<file path="src/rtl/writeback_unit_pkg.sv">
// Shared constants for write-back: register select encoding.
package writeback_unit_pkg;

    localparam int SEL_W = 2;

    typedef enum logic [SEL_W-1:0] {
        REG_A    = 2'd0,
        REG_B    = 2'd1,
        REG_C    = 2'd2,
        REG_NONE = 2'd3
    } reg_sel_t;

endpackage

</file>
<file path="src/rtl/writeback_unit_fifo.sv">
// wb_fifo: DEPTH x (dest + data) circular buffer. Besides the head it
// exposes every entry in age order (index 0 = oldest) for forward search.
module wb_fifo
    import writeback_unit_pkg::*;
#(
    parameter int WORD_SIZE = 19,
    parameter int DEPTH     = 4
) (
    input  logic                                 clk,
    input  logic                                 rst_n,
    input  logic                                 push,
    input  logic [SEL_W-1:0]                     push_dest,
    input  logic [WORD_SIZE-1:0]                 push_data,
    input  logic                                 pop,
    output logic [$clog2(DEPTH+1)-1:0]           count,
    output logic [DEPTH-1:0]                     age_valid,
    output logic [DEPTH-1:0][SEL_W-1:0]          age_dest,
    output logic [DEPTH-1:0][WORD_SIZE-1:0]      age_data
);

    localparam int PW = $clog2(DEPTH);
    localparam int CW = $clog2(DEPTH+1);

    logic [PW-1:0]                   rd_ptr, wr_ptr;
    logic [DEPTH-1:0][SEL_W-1:0]     mem_dest;
    logic [DEPTH-1:0][WORD_SIZE-1:0] mem_data;

    // Pointer and occupancy update; pointers wrap naturally since DEPTH is a power of two.
    always_ff @(posedge clk or negedge rst_n) begin
        if (!rst_n) begin
            rd_ptr   <= '0;
            wr_ptr   <= '0;
            count    <= '0;
            mem_dest <= '0;
            mem_data <= '0;
        end else begin
            if (push) begin
                mem_dest[wr_ptr] <= push_dest;
                mem_data[wr_ptr] <= push_data;
                wr_ptr           <= wr_ptr + 1'b1;
            end
            if (pop)
                rd_ptr <= rd_ptr + 1'b1;
            case ({push, pop})
                2'b10:   count <= count + 1'b1;
                2'b01:   count <= count - 1'b1;
                default: count <= count;
            endcase
        end
    end

    // Age-ordered view of the buffer starting at the read pointer.
    always_comb begin
        age_valid = '0;
        age_dest  = '0;
        age_data  = '0;
        for (int i = 0; i < DEPTH; i++) begin
            age_valid[i] = (CW'(i) < count);
            age_dest[i]  = mem_dest[PW'(rd_ptr + PW'(i))];
            age_data[i]  = mem_data[PW'(rd_ptr + PW'(i))];
        end
    end

endmodule

</file>
<file path="src/rtl/writeback_unit.sv">
// writeback_unit: arbitrates ALU / memory results into an in-order FIFO and
// drains one entry per cycle as a registered LOAD strobe plus data.
// Optional feature macro: WB_FWD_EN adds a combinational forwarding query port.
module writeback_unit
    import writeback_unit_pkg::*;
#(
    parameter int WORD_SIZE = 19,
    parameter int DEPTH     = 4
) (
    input  logic                 clk,
    input  logic                 rst_n,
    input  logic                 alu_valid,
    output logic                 alu_ready,
    input  reg_sel_t             alu_dest,
    input  logic [WORD_SIZE-1:0] alu_data,
    input  logic                 mem_valid,
    output logic                 mem_ready,
    input  reg_sel_t             mem_dest,
    input  logic [WORD_SIZE-1:0] mem_data,
    input  logic                 stall,
    output logic                 load_a,
    output logic                 load_b,
    output logic                 load_c,
    output logic [WORD_SIZE-1:0] wb_data,
`ifdef WB_FWD_EN
    input  reg_sel_t             fwd_sel,
    output logic                 fwd_hit,
    output logic [WORD_SIZE-1:0] fwd_data,
`endif
    output logic                 pending
);

    localparam int CW = $clog2(DEPTH+1);

    logic [CW-1:0]                   count;
    logic [DEPTH-1:0]                age_valid;
    logic [DEPTH-1:0][SEL_W-1:0]     age_dest;
    logic [DEPTH-1:0][WORD_SIZE-1:0] age_data;
    logic                            not_full, mem_push, alu_push, push, pop;
    logic [SEL_W-1:0]                push_dest;
    logic [WORD_SIZE-1:0]            push_data;
    reg_sel_t                        head_dest;

    // Ready depends only on occupancy and memory request, never on the same-cycle pop.
    always_comb begin
        not_full  = (count != CW'(DEPTH));
        mem_ready = not_full;
        alu_ready = not_full && !mem_valid;
        mem_push  = mem_valid && mem_ready;
        alu_push  = alu_valid && alu_ready;
        push      = mem_push || alu_push;
        push_dest = mem_push ? mem_dest : alu_dest;
        push_data = mem_push ? mem_data : alu_data;
        pop       = !stall && (count != '0);
        pending   = (count != '0);
        head_dest = reg_sel_t'(age_dest[0]);
    end

    wb_fifo #(.WORD_SIZE(WORD_SIZE), .DEPTH(DEPTH)) u_fifo (
        .clk       (clk),
        .rst_n     (rst_n),
        .push      (push),
        .push_dest (push_dest),
        .push_data (push_data),
        .pop       (pop),
        .count     (count),
        .age_valid (age_valid),
        .age_dest  (age_dest),
        .age_data  (age_data)
    );

    // Output stage: one-cycle strobe for the popped entry; REG_NONE pops silently.
    always_ff @(posedge clk or negedge rst_n) begin
        if (!rst_n) begin
            load_a  <= 1'b0;
            load_b  <= 1'b0;
            load_c  <= 1'b0;
            wb_data <= '0;
        end else begin
            load_a <= pop && (head_dest == REG_A);
            load_b <= pop && (head_dest == REG_B);
            load_c <= pop && (head_dest == REG_C);
            if (pop && (head_dest != REG_NONE))
                wb_data <= age_data[0];
        end
    end

`ifdef WB_FWD_EN
    // Forward search: output stage first, then FIFO oldest to newest so the newest match wins.
    always_comb begin
        fwd_hit  = 1'b0;
        fwd_data = '0;
        if (fwd_sel != REG_NONE) begin
            if ((load_a && fwd_sel == REG_A) || (load_b && fwd_sel == REG_B) ||
                (load_c && fwd_sel == REG_C)) begin
                fwd_hit  = 1'b1;
                fwd_data = wb_data;
            end
            for (int i = 0; i < DEPTH; i++) begin
                if (age_valid[i] && (age_dest[i] == fwd_sel)) begin
                    fwd_hit  = 1'b1;
                    fwd_data = age_data[i];
                end
            end
        end
    end
`else
    // Entries behind the head are only needed by the forward search.
    logic unused_age;
    assign unused_age = ^{age_valid, age_dest, age_data};
`endif

endmodule

</file>
<file path="config.mk">
export PLATFORM = sky130hd
export DESIGN_NAME = writeback_unit
export DESIGN_NICKNAME = d
export VERILOG_FILES = /design/src/rtl/writeback_unit_pkg.sv /design/src/rtl/writeback_unit_fifo.sv /design/src/rtl/writeback_unit.sv
export SDC_FILE = /design/constraint.sdc
export NUM_CORES = 1
export LEC_CHECK = 0
export CORE_MARGIN = 1
export CORE_UTILIZATION = 55
export CTS_CLUSTER_SIZE = 14
export DETAILED_ROUTE_END_ITERATION = 10
export MAX_ROUTING_LAYER = met4
export PLACE_DENSITY = 0.8
export RECOVER_POWER = 25
export SYNTH_ARGS = -nofsm -noshare
export SYNTH_HDL_FRONTEND = slang
export SYNTH_SLANG_ARGS = --single-unit
</file>
<file path="constraint.sdc">
create_clock -name clk -period 3.6 [get_ports clk]
set_input_delay 0.9 -clock clk [delete_from_list [all_inputs] [get_ports clk]]
set_output_delay 0.9 -clock clk [all_outputs]
set_load 0.02 [all_outputs]
</file>
==> flow_summary.ini <==
[run_status]
status = finished, violations left
violations = capacitance limit, slew limit

[placement]
port_buffers = 71
hpwl_um = 9070
gp_congestion = 0.811

[global_route]
grt_overflow = 0
antenna_found_initial = 0
grt_max_degree = 70
grt_use_total_pct = 34.5
grt_pass1_vias = 4740
grt_first_pass_wirelength_um = 25100

[yosys]
yosysWarnings = 0
synth_cell_type_count = 26
synth-main-ff-cell = dfrtp_1
synth_async_sr_flop_share_pct = 100
synthCells = 453
mappedNetlistNets = 506
synth_area_um2 = 5330
ys_ff_latch = 113
seq_area_frac_synth_pct = 53.1
synth_edf_count = 0
synth.avg_cell_area_um2 = 11.8

[clock_network]
h-tree-depth = 4
cts_buffers = 17
cts_tree = yes
ctsResizeCount = 0
clock_sinks = 113
clk_latency_ns = 0.51
clk_pin_slew_ns = 0.06
cts-hold-fix-buffers = 0
cts_root_buf = clkbuf_8
ctsLongestPathBuffers = 2
post-cts-setup-buffers = 0

[layout]
num-fill-cells = 619
drive_gt1_share_pct = 18.4
antenna_cells = 0
multi_input_area_um2 = 2260
utilization_pct = 72.2
nets = 568
ff_latch_area_um2 = 2830
area_growth_pct = 26.4

[floorplanning]
die_h_um = 100
die_area_um2 = 10100
ioPinCount = 72
core_um2 = 9330
start_util_pct = 57.1
fp-row-count = 35
die_x_um = 100

[sta]
fin_crit_sh_pct = 86.4
rsz0062_at_grt = false
tns_ns = 0
max_slew_margin_pct = -74.6
slew_viol_final = 47
setup_viol = 0
skew_ns = 0.00850
period_needed_ns = 3.11
tightest_slew_ns = 2.62
max_freq_ghz = 0.321
hold_viol_final = 0

[job]
maxCapViolCount = 1

[route]
vias = 4764
drt_wl_total_um = 15800
drt-pass1-iter-count = 7
routed_via_density = 7.25
post_drt_wl_per_cell_um = 24.1
drcViolationCount = 0
drtIter0Drc = 610
drtAntennaViolNets = 0

[power]
vdd_drop_max_v = 0.000651
p_leak_nw = 2.63
p_per_area_nw_per_um2 = 1070

[worst_hold_path]
worstHoldStart = u_fifo.count[2]$_DFFE_PN0P_
min_path_type = flop to flop

[worst_setup_path]
path_cells = clkdlybuf4s50_1 -> nor2_1 -> clkdlybuf4s50_1
critical-path-max-stage-delay_ns = 0.62
startpoint = mem_valid
critPathTopFamily = buffers and inverters
cp.arrival_ns = 2.21
cp-start-kind = input port
cp_max_fo = 7
critical_path_class = input port to output pin
crit_path_end_kind = output pin
timing.critical_path.mode_cell = clkdlybuf4s50_1
r2r_start = u_fifo.count[0]$_DFFE_PN0P_
slowest_stage = clkdlybuf4s50_1
worst-path-buf-inv = 2
cp.required_ns = 2.70
-- stage by stage --
stage,cell area (um2),worst slack (ns),cells,power [mW],hold slack [ns]
finish,6730,0.489,657,7.21,0.499
global route,6730,0.443,657,7.55,0.506
CTS,6730,0.487,657,7.15,0.418
detailed placement,6170,0.412,625,5.50,0.484
global placement,6170,0.511,625,5.35,0.479
floorplan,5330,0.787,453,4.49,0.456
-- worst reg2reg max path: cells and delay by family (launching register included) --
| family | cells | cell delay (ns) |
|---|---|---|
| buf+inv | 5 | 0.75 |
| simple gates | 3 | 0.58 |
| fa+ha+maj | 2 | 0.61 |
| flops | 1 | 0.44 |
| xor+xnor | 2 | 0.31 |
-- routing by layer --
metal / routed length, um / up-vias / part of all wire [%] / track usage, %
met5: 0 / - / 0 / -
met4: 641 / 0 / 4.1 / 18.3
met3: 1700 / 73 / 11 / 9.05
met2: 7670 / 394 / 49 / 52.6
met1: 5800 / 2353 / 37 / 42.5
li1: - / 1944 / - / -
-- power by group --
group          switching (mW)  leakage [nW]  total, mW  internal (mW)
Sequential              0.453          1.27       2.39           1.94
Combinational            1.71          1.09       3.24           1.53
Clock                   0.572         0.272       1.57           1.00
Total                    2.74          2.63       7.21           4.47
-- Yosys cell counts (all sizes together), types with 2 or more instances --
cell type	n	area, um2
a31oi	168	1050
and3	4	25.0
buf	9	57.6
clkbuf	41	154
dfrtp	113	2830
ha	5	62.6
inv	9	33.8
mux2	19	251
mux4	21	473
nand3	22	110
nor2	3	11.3
nor3b	2	15.0
nor4b	2	17.5
o21ai	22	110
xnor2	2	17.5
xor2	4	35.0
-- final timing paths --
kind | cells after the start | to | slack, ns
worst max-delay path | 3 | alu_ready | 0.49
worst min-delay path | 1 | u_fifo.count[2]$_DFFE_PN0P_ | 0.50
worst max register to register | 12 | u_fifo.count[2]$_DFFE_PN0P_ | 0.82
worst min register to register | 1 | u_fifo.count[2]$_DFFE_PN0P_ | 0.50
max in group asynchronous | 1 | u_fifo.mem_dest[5]$_DFFE_PN0P_ | 0.90
min in group asynchronous | 1 | wb_data[13]$_DFFE_PN0P_ | 1.21
-- cells by family after synthesis --
kind of cell	share of synthesized area (%)
adders and majority gates	1.55
muxes	13.8
AOI/OAI and AO/OA	22.2
and+or+nand+nor	3.81
buffers and inverters	4.60
DFF	53.1
xor gates and xnor gates	0.987
-- cells in the final DEF (no fill, tap or decap), types with 2 or more instances in the layout --
master and instances:
dfrtp_1 113, clkbuf_8 6, clkinvlp_4 4, nor2_1 3, inv_1 8, clkbuf_16 16, mux2_4 10, ha_1 5
clkdlybuf4s50_1 70, clkinv_2 4, mux4_2 21, and3_1 4, xnor2_1 2, o21ai_0 22, nand3_1 22, buf_4 21
nor4b_1 2, mux2_2 9, xor2_1 4, clkbuf_1 2, a31oi_1 168
-- final cells by class --
type                            count  share of cell area [%]
Clock buffer                       23                    7.23
Timing Repair Buffer               93                    13.1
Clock inverter                      9                    1.19
Tap cell                          129                    2.40
Inverter                            9                   0.502
Multi-Input combinational cell    281                    33.6
Sequential cell                   113                    42.0
-- flip-flops by register name, summed over array words and instances, names as in the netlist --
signal / count
wb_data: 19
u_fifo.mem_data: 76
load_a: 1
u_fifo.mem_dest: 8
load_c: 1
u_fifo.rd_ptr: 2
u_fifo.wr_ptr: 2
load_b: 1
u_fifo.count: 3
Note: power is estimated with default switching activity, not from simulation.
